$ cat src/rtl/fetch_buffer.sv
// In-order {pc, inst} FIFO between the instruction cache and decode.
// Valid/ready on both sides, single-cycle flush on redirect, no bypass path.
module fetch_buffer #(
  parameter int ADDR_WIDTH = 64,
  parameter int DEPTH      = 4,
  localparam int PTR_W     = $clog2(DEPTH),
  localparam int CNT_W     = $clog2(DEPTH + 1)
) (
  input  logic                  clk,
  input  logic                  rstn,

  input  logic                  if_valid,
  input  logic [ADDR_WIDTH-1:0] if_pc,
  input  logic [31:0]           if_inst,
  output logic                  if_ready,

  input  logic                  flush,

  output logic                  id_valid,
  output logic [ADDR_WIDTH-1:0] id_pc,
  output logic [31:0]           id_inst,
  output logic                  id_misaligned,
  input  logic                  id_ready,

  output logic [CNT_W-1:0]      count
);

  localparam logic [31:0] NOP_INST = 32'h0000_0013;

  typedef struct packed {
    logic [ADDR_WIDTH-1:0] pc;
    logic [31:0]           inst;
    logic                  misaligned;
  } entry_t;

  entry_t            mem [DEPTH];
  logic [PTR_W-1:0]  head;
  logic [PTR_W-1:0]  tail;
  logic [CNT_W-1:0]  count_next;
  logic              push;
  logic              pop;

  // Handshake qualifiers; flush overrides both sides of the buffer.
  assign if_ready = (count < CNT_W'(DEPTH));
  assign id_valid = (count != '0);
  assign push     = if_valid && if_ready && !flush;
  assign pop      = id_valid && id_ready && !flush;

  always_comb begin
    // NOTE: every always_comb output gets a default first so no path can infer a latch.
    count_next = count;
    unique case ({push, pop})
      2'b10:   count_next = count + CNT_W'(1);
      2'b01:   count_next = count - CNT_W'(1);
      default: count_next = count;
    endcase
  end

  // NOTE: state updates use non-blocking assignments so every flop samples pre-edge values.
  always_ff @(posedge clk or negedge rstn) begin
    if (!rstn) begin
      head  <= '0;
      tail  <= '0;
      count <= '0;
    end else if (flush) begin
      head  <= '0;
      tail  <= '0;
      count <= '0;
    end else begin
      if (push) tail <= tail + PTR_W'(1);
      if (pop)  head <= head + PTR_W'(1);
      count <= count_next;
    end
  end

  // NOTE: the storage array is reset here because its contents must read as zero after reset;
  // flush leaves it untouched since the pointers alone make old entries unreachable.
  always_ff @(posedge clk or negedge rstn) begin
    if (!rstn) begin
      for (int i = 0; i < DEPTH; i++) mem[i] <= '0;
    end else if (push) begin
      mem[tail] <= '{pc: if_pc, inst: if_inst, misaligned: (if_pc[1:0] != 2'b00)};
    end
  end

  // Empty buffer presents a NOP at pc 0 so decode never sees stale data.
  always_comb begin
    id_pc         = '0;
    id_inst       = NOP_INST;
    id_misaligned = 1'b0;
    if (id_valid) begin
      id_pc         = mem[head].pc;
      id_inst       = mem[head].inst;
      id_misaligned = mem[head].misaligned;
    end
  end

endmodule

$ cat config.mk
export PLATFORM = sky130hd
export DESIGN_NAME = fetch_buffer
export DESIGN_NICKNAME = d
export VERILOG_FILES = /design/src/rtl/fetch_buffer.sv
export SDC_FILE = /design/constraint.sdc
export NUM_CORES = 1
export LEC_CHECK = 0
export ABC_AREA = 1
export BUFFER_PORTS_ARGS = -buffer_cell sky130_fd_sc_hd__buf_2
export CAP_MARGIN = 5
export CORE_UTILIZATION = 45
export CTS_BUF_LIST = sky130_fd_sc_hd__clkbuf_16
export DETAILED_ROUTE_END_ITERATION = 6
export GPL_TIMING_DRIVEN = 0
export SYNTH_ARGS = -nofsm -noshare
export SYNTH_HDL_FRONTEND = slang
export SYNTH_SLANG_ARGS = --single-unit
$ cat constraint.sdc
create_clock -name clk -period 2.15 [get_ports clk]
set_input_delay 0.3225 -clock clk [delete_from_list [all_inputs] [get_ports clk]]
set_output_delay 0.3225 -clock clk [all_outputs]
set_load 0.05 [all_outputs]
== After elaboration in Yosys (flattened, before gate mapping) ==
Index checks and enable logic that the tools add are counted.

* Flip-flop bits (word level): 395
* Input bits: 101
* Output and inout bits: 102
* Word-level logic and storage cells: 53

* Add/sub/neg operators: 4
* $lt $le $gt $ge: 4
* Equal/unequal tests: 2
* Muxes and demuxes: 15
* Bitwise logic cells: 2
* Reduce and logical (&&, ||, !) cells: 11

{| class="wikitable"
|+ Operators with widths
! kind !! count
|-
| $bwmux W388 || 1
|-
| $mux W97 || 3
|-
| $bmux W97 S2 || 1
|-
| $demux W97 S2 || 1
|-
| $mux W64 || 1
|-
| $mux W32 || 1
|-
| $mux W2 || 4
|-
| $ge A3 B3 Y1 const B || 2
|-
| $not A2 Y3 || 2
|-
| $pmux W3 S2 || 1
|-
| $reduce_bool A2 Y1 || 3
|-
| $reduce_bool A3 Y1 || 2
|-
| $logic_and A1 B1 Y1 || 5
|-
| $add A2 B1 Y2 const B || 2
|-
| $add A3 B1 Y3 const B || 1
|-
| $lt A3 B1 Y1 const B || 1
|-
| $lt A3 B3 Y1 const B || 1
|-
| $mux W3 || 1
|-
| $sub A3 B1 Y3 const B || 1
|-
| $eq A2 B1 Y1 const B || 1
|-
| $eq A2 B2 Y1 const B || 1
|-
| $logic_not A1 Y1 || 1
|-
| $mux W1 || 1
|}

== Longest topological paths before layout ==
* Depth after elaboration: 6
* Gate-level depth with buffers: 9
* Gate-level depth less buffers: 9

== Worst setup path before layout ==
No wires, ideal clock.

* Path kind: flip-flop to output port
* Start: reg head[0]
* End: out id_inst[0]
* Data arrival time: 2.551 ns
* Required time: 1.827 ns
* Slack: -0.724 ns
* Stages on the path, launching flop included: 6
* Buffers on the path: 2
* Cell sequence: dfrtp_1 -> buf_2 -> inv_2 -> buf_4 -> nor2_1 -> o311ai_0

* Longest elaborated chain between the ends: 5

{| class="wikitable"
|+ RTL lines
! item !! line !! source
|-
| start, declared || 37 || <nowiki>logic [PTR_W-1:0] head;</nowiki>
|-
| start signal, assigned || 71 || <nowiki>if (pop) head <= head + PTR_W'(1);</nowiki>
|-
| $not A2 Y3 (implied by the code) || 93 || <nowiki>id_inst = mem[head].inst;</nowiki>
|-
| $bmux W97 S2 || 93 ||
|-
| $mux W97 (2 in series) || n/a ||
|-
| $mux W32 || 91 || <nowiki>if (id_valid) begin</nowiki>
|-
| end, declared || 21 || <nowiki>output logic [31:0] id_inst,</nowiki>
|}

No other way between the ends. The select of a mux whose other input is x is not followed.

== Worst setup path after layout ==
* Start: reg head[0]
* End: out id_misaligned

* Longest elaborated chain between the ends: 5

{| class="wikitable"
|+ RTL lines
! item !! line !! source
|-
| $not A2 Y3 (implied by the code) || 94 || <nowiki>id_misaligned = mem[head].misaligned;</nowiki>
|-
| $bmux W97 S2 || 94 ||
|-
| $mux W97 (implied by the code) (2 in series) || 94 ||
|-
| $mux W1 || 91 ||
|-
| end, declared || 22 || <nowiki>output logic id_misaligned,</nowiki>
|}

No other way between the ends. The select of a mux whose other input is x is not followed.

==> results.sh <==
export IMPL_cts_tree="built"
export IMPL_grt_start_max_net_pins=110
export IMPL_core_um2=39100
export IMPL_cts_root_buf="clkbuf_16"
export IMPL_comb_power_share_pct=52.7
export IMPL_synthSimpleGateAreaFrac_pct=17.2
export IMPL_slowest_delay_ns=0.39
export IMPL_critPathLaunchType="flop"
export IMPL_clk_latency_ns=0.55
export IMPL_path_cells="buf_8 > clkinv_8 > buf_12 > buf_16 > clkbuf_16 > o21ai_4 > a21oi_4 > buf_6"
export IMPL_synth_area_leaders="dfrtp_1 (55%), o21ai_0 (12%), nand2_1 (8.4%)"
export IMPL_muxShareOfSynthArea_pct=0
export IMPL_fin_cells=2988
export IMPL_p_seq_share_pct=30.4
export IMPL_ys_seq_area_share_pct=54.8
export IMPL_criticalPathCategory="reg -> out"
export IMPL_dp_cells=2880
export IMPL_dpl_hpwl_um=38900
export IMPL_status="finished, violations left"
export IMPL_period_needed_ns=2.46
export IMPL_wl_per_cell_um=20.4
export IMPL_fin_worst_skew_ns=0.0171
export IMPL_rsz0062_at_grt="yes"
export IMPL_cts_made_buffers=44
export IMPL_io_pins=203
export IMPL_fmax_ghz=0.406
export IMPL_power_switching_w=0.0193
export IMPL_initial_core_util_pct=46.1
export IMPL_worstPathRequired_ns=1.83
export IMPL_holdPathStages=3
export IMPL_synth_top_family_by_area="compound AO/OA/AOI/OAI gates"
export IMPL_antenna_cells=0
export IMPL_tightest_slew_ns=0.765
export IMPL_place_port_buffers=202
export IMPL_cpLargestDelayFamily="buffers and inverters"
export IMPL_antenna_found_initial=0
export IMPL_critPathSlowestCell="dfrtp_1"
export IMPL_powerDensity_nw_per_um2=1750
export IMPL_violations="setup timing"
export IMPL_num_vias=16400
export IMPL_dr_pass1_iters=5
export IMPL_drc=0
export IMPL_rows=72
export IMPL_drive_gt1_share_pct=27.9
export IMPL_syn_cell_area_um2=18000
export IMPL_grt_util_all_layers_pct=29.7
export IMPL_p_sw_share_pct=45.2
export IMPL_vias_per_cell=5.48
export IMPL_dieArea_um2=40900
export IMPL_synth_top_area_share_pct=54.8
export IMPL_cp_arrival_ns=2.14
export IMPL_cts_max_level=2
export IMPL_slew_headroom_pct=49.0
export IMPL_internal_power_w=0.0233
export IMPL_nets=2543
export IMPL_grt_pass1_wl_um=93400
export IMPL_synth_net_count=2262
export IMPL_hold_viol=0
export IMPL_pwr_share_clk_pct=16.9
export IMPL_gp_congestion=0.837
export IMPL_synth_avg_cell_area_um2=8.36
export IMPL_synthAdderAreaFrac_pct=0.389
export IMPL_clock_sinks=395
export IMPL_synthCells=2156
export IMPL_rrSetupSlack_ns=0.28
export IMPL_reg2reg_from="count[0]$_DFFE_PN0P_"
export IMPL_ant_nets=0
export IMPL_crit_buf_inv=6
export IMPL_place_area_um2=20000
export IMPL_end_kind="output port"
export IMPL_drtIter0Drc=1355
export IMPL_totalWireLength_um=60800
export IMPL_gr_total_overflow=0
export IMPL_leakage_nw=11.4
export IMPL_die_h_um=202
export IMPL_ys_ff_latch=395
export IMPL_r2r_end="count[2]$_DFFE_PN0P_"
export IMPL_cts_path_max_buffers=3
export IMPL_worstHoldStart="if_pc[47]"
export IMPL_r2r_cells=10
export IMPL_syn2layout_area_growth_pct=34.8
export IMPL_final_setup_viol_count=97
export IMPL_period_share_pct=115
export IMPL_worst_path_max_fanout=8
export IMPL_path_clk_slew_ns=0.06
export IMPL_die_x_um=202
export IMPL_slew_viol_final=0
export IMPL_hold_end="mem[371]$_DFFE_PN0P_"
export IMPL_grt_pass1_vias=16100
export IMPL_peakVddDrop_mv=1.17
export IMPL_fillers=3479
export IMPL_yosys_area_share_xor_xnor_pct=0
export IMPL_yosysTopAreaCell="dfrtp_1"
export IMPL_maxCapViolations=0
export IMPL_ys_warn_count=0
export IMPL_yosysUniqueCellTypes=22
export IMPL_synth_compound_area_share_pct=19.1
export IMPL_hp_class="in -> reg"
export IMPL_finalInstanceArea_um2=24300
export IMPL_worst_slack_ns=-0.313
tightest hold or removal path: stages:
cell and delay, ns:
buf_2 0.07, inv_1 0.05, o21ai_1 0.12
timing repair:
item / 4_1_cts / 5_1_grt
endpoints found under the hold margin: 74 / 0
buffers inserted: 9 / 2
gates resized for setup: 571 / 263
cloned: 15 / 4
hold buffers: 1 / 0
pin swaps: 102 / 96
setup endpoints to repair: 97 / 97
registers in the layout, indices dropped and copies added, names as in the netlist:
register,count
head,2
tail,2
mem,388
count,3
metal layers:
metal / wire length, um / track usage [%] / share of wire (%) / vias up
met5: 0 / 0 / 0 / -
met4: 1430 / 7.92 / 2.3 / 0
met3: 4360 / 5.08 / 7.2 / 100
met2: 28300 / 47.3 / 47 / 578
met1: 26700 / 42.0 / 44 / 8087
li1: - / - / - / 7595
layout make-up:
type	count	area [um^2]	area share, %
buffer	158	1870	7.68
clock buffer	45	1130	4.63
clock inverter	34	229	0.942
inverter	107	429	1.77
multi-input combinational	1496	7900	32.5
sequential	395	9890	40.7
tap	518	648	2.67
timing repair buffer	234	2200	9.05
timing repair inverter	1	8.76	0.0360
layout by cell type, fill, tap and decap left out, types with 4 or more instances in the layout:
| cell | Yosys | final |
|---|---|---|
| nand3_1 | 5 | 5 |
| clkinv_2 | 0 | 7 |
| inv_1 | 104 | 117 |
| clkbuf_8 | 0 | 6 |
| nor2_1 | 390 | 323 |
| a21oi_4 | 0 | 18 |
| o21ai_0 | 416 | 268 |
| nand2_1 | 404 | 404 |
| clkbuf_16 | 0 | 63 |
| buf_6 | 60 | 150 |
| buf_2 | 38 | 120 |
| o21ai_4 | 0 | 27 |
| clkbuf_4 | 0 | 10 |
| buf_16 | 0 | 8 |
| clkinv_1 | 0 | 7 |
| buf_12 | 0 | 20 |
| dfrtp_1 | 395 | 393 |
| ha_1 | 4 | 4 |
| buf_4 | 14 | 26 |
| o21ai_2 | 0 | 65 |
| nor2_2 | 0 | 41 |
| o21ai_1 | 167 | 223 |
| buf_8 | 0 | 19 |
| clkbuf_1 | 45 | 11 |
| nand2_4 | 5 | 6 |
| nor2_4 | 0 | 26 |
| a21oi_2 | 0 | 58 |
| a21oi_1 | 98 | 22 |
Yosys cell counts, drive strengths merged:
master	instances
nand4	1
nand2	410
dfrtp	395
ha	4
buf	113
nor2	391
inv	107
fa	1
clkbuf	45
nand3	5
o311ai	3
a21oi	98
o21ai	583
through the flow:
stage	TNS, ns	worst slack [ns]	total power [W]	utilization (%)	hold WS [ns]
6_report	-22.09	-0.313	0.0426	62.1	0.0610
5_1_grt	-28.06	-0.357	0.0449	62.1	0.0668
4_1_cts	-22.95	-0.296	0.0408	59.8	0.0419
3_5_place_dp	-24.24	-0.509	0.0294	51.1	0.342
3_3_place_gp	-2855.45	-7.94	0.0290	50.8	0.460
2_1_floorplan	-28.96	-0.405	0.0246	-	0.0269
power groups by stage:
stage          clock (W)  sequential [W]  combinational (W)
2_1_floorplan          0          0.0122             0.0124
5_1_grt          0.00759          0.0133             0.0240
4_1_cts          0.00729          0.0126             0.0208
3_3_place_gp           0          0.0125             0.0166
3_5_place_dp           0          0.0126             0.0168
6_report         0.00721          0.0130             0.0224
how the worst max path moves through the flow:
| stage | depth (start not counted) | slack (ns) | start | endpoint |
|---|---|---|---|---|
| finish | 8 | -0.31 | head[0]$_DFFE_PN0P_ | id_misaligned |
| global route | 8 | -0.36 | head[0]$_DFFE_PN0P_ | id_inst[13] |
| CTS | 8 | -0.30 | head[0]$_DFFE_PN0P_ | id_pc[61] |
| detailed placement | 7 | -0.51 | head[0]$_DFFE_PN0P_ | id_inst[31] |
| global placement | 1 | -7.94 | rstn | count[2]$_DFFE_PN0P_ |
| floorplan | 6 | -0.40 | count[1]$_DFFE_PN0P_ | id_inst[11] |
kinds of logic (layout without fill, tap and decap cells):
kind of cell | after synthesis | in the layout
flip-flops | 395 | 395
buffers and inverters | 265 | 579
AO/OA/AOI/OAI | 684 | 684
adder cells (fa/ha/maj) | 5 | 5
AND/OR/NAND/NOR | 807 | 807
(Power assumes the default switching activity.)
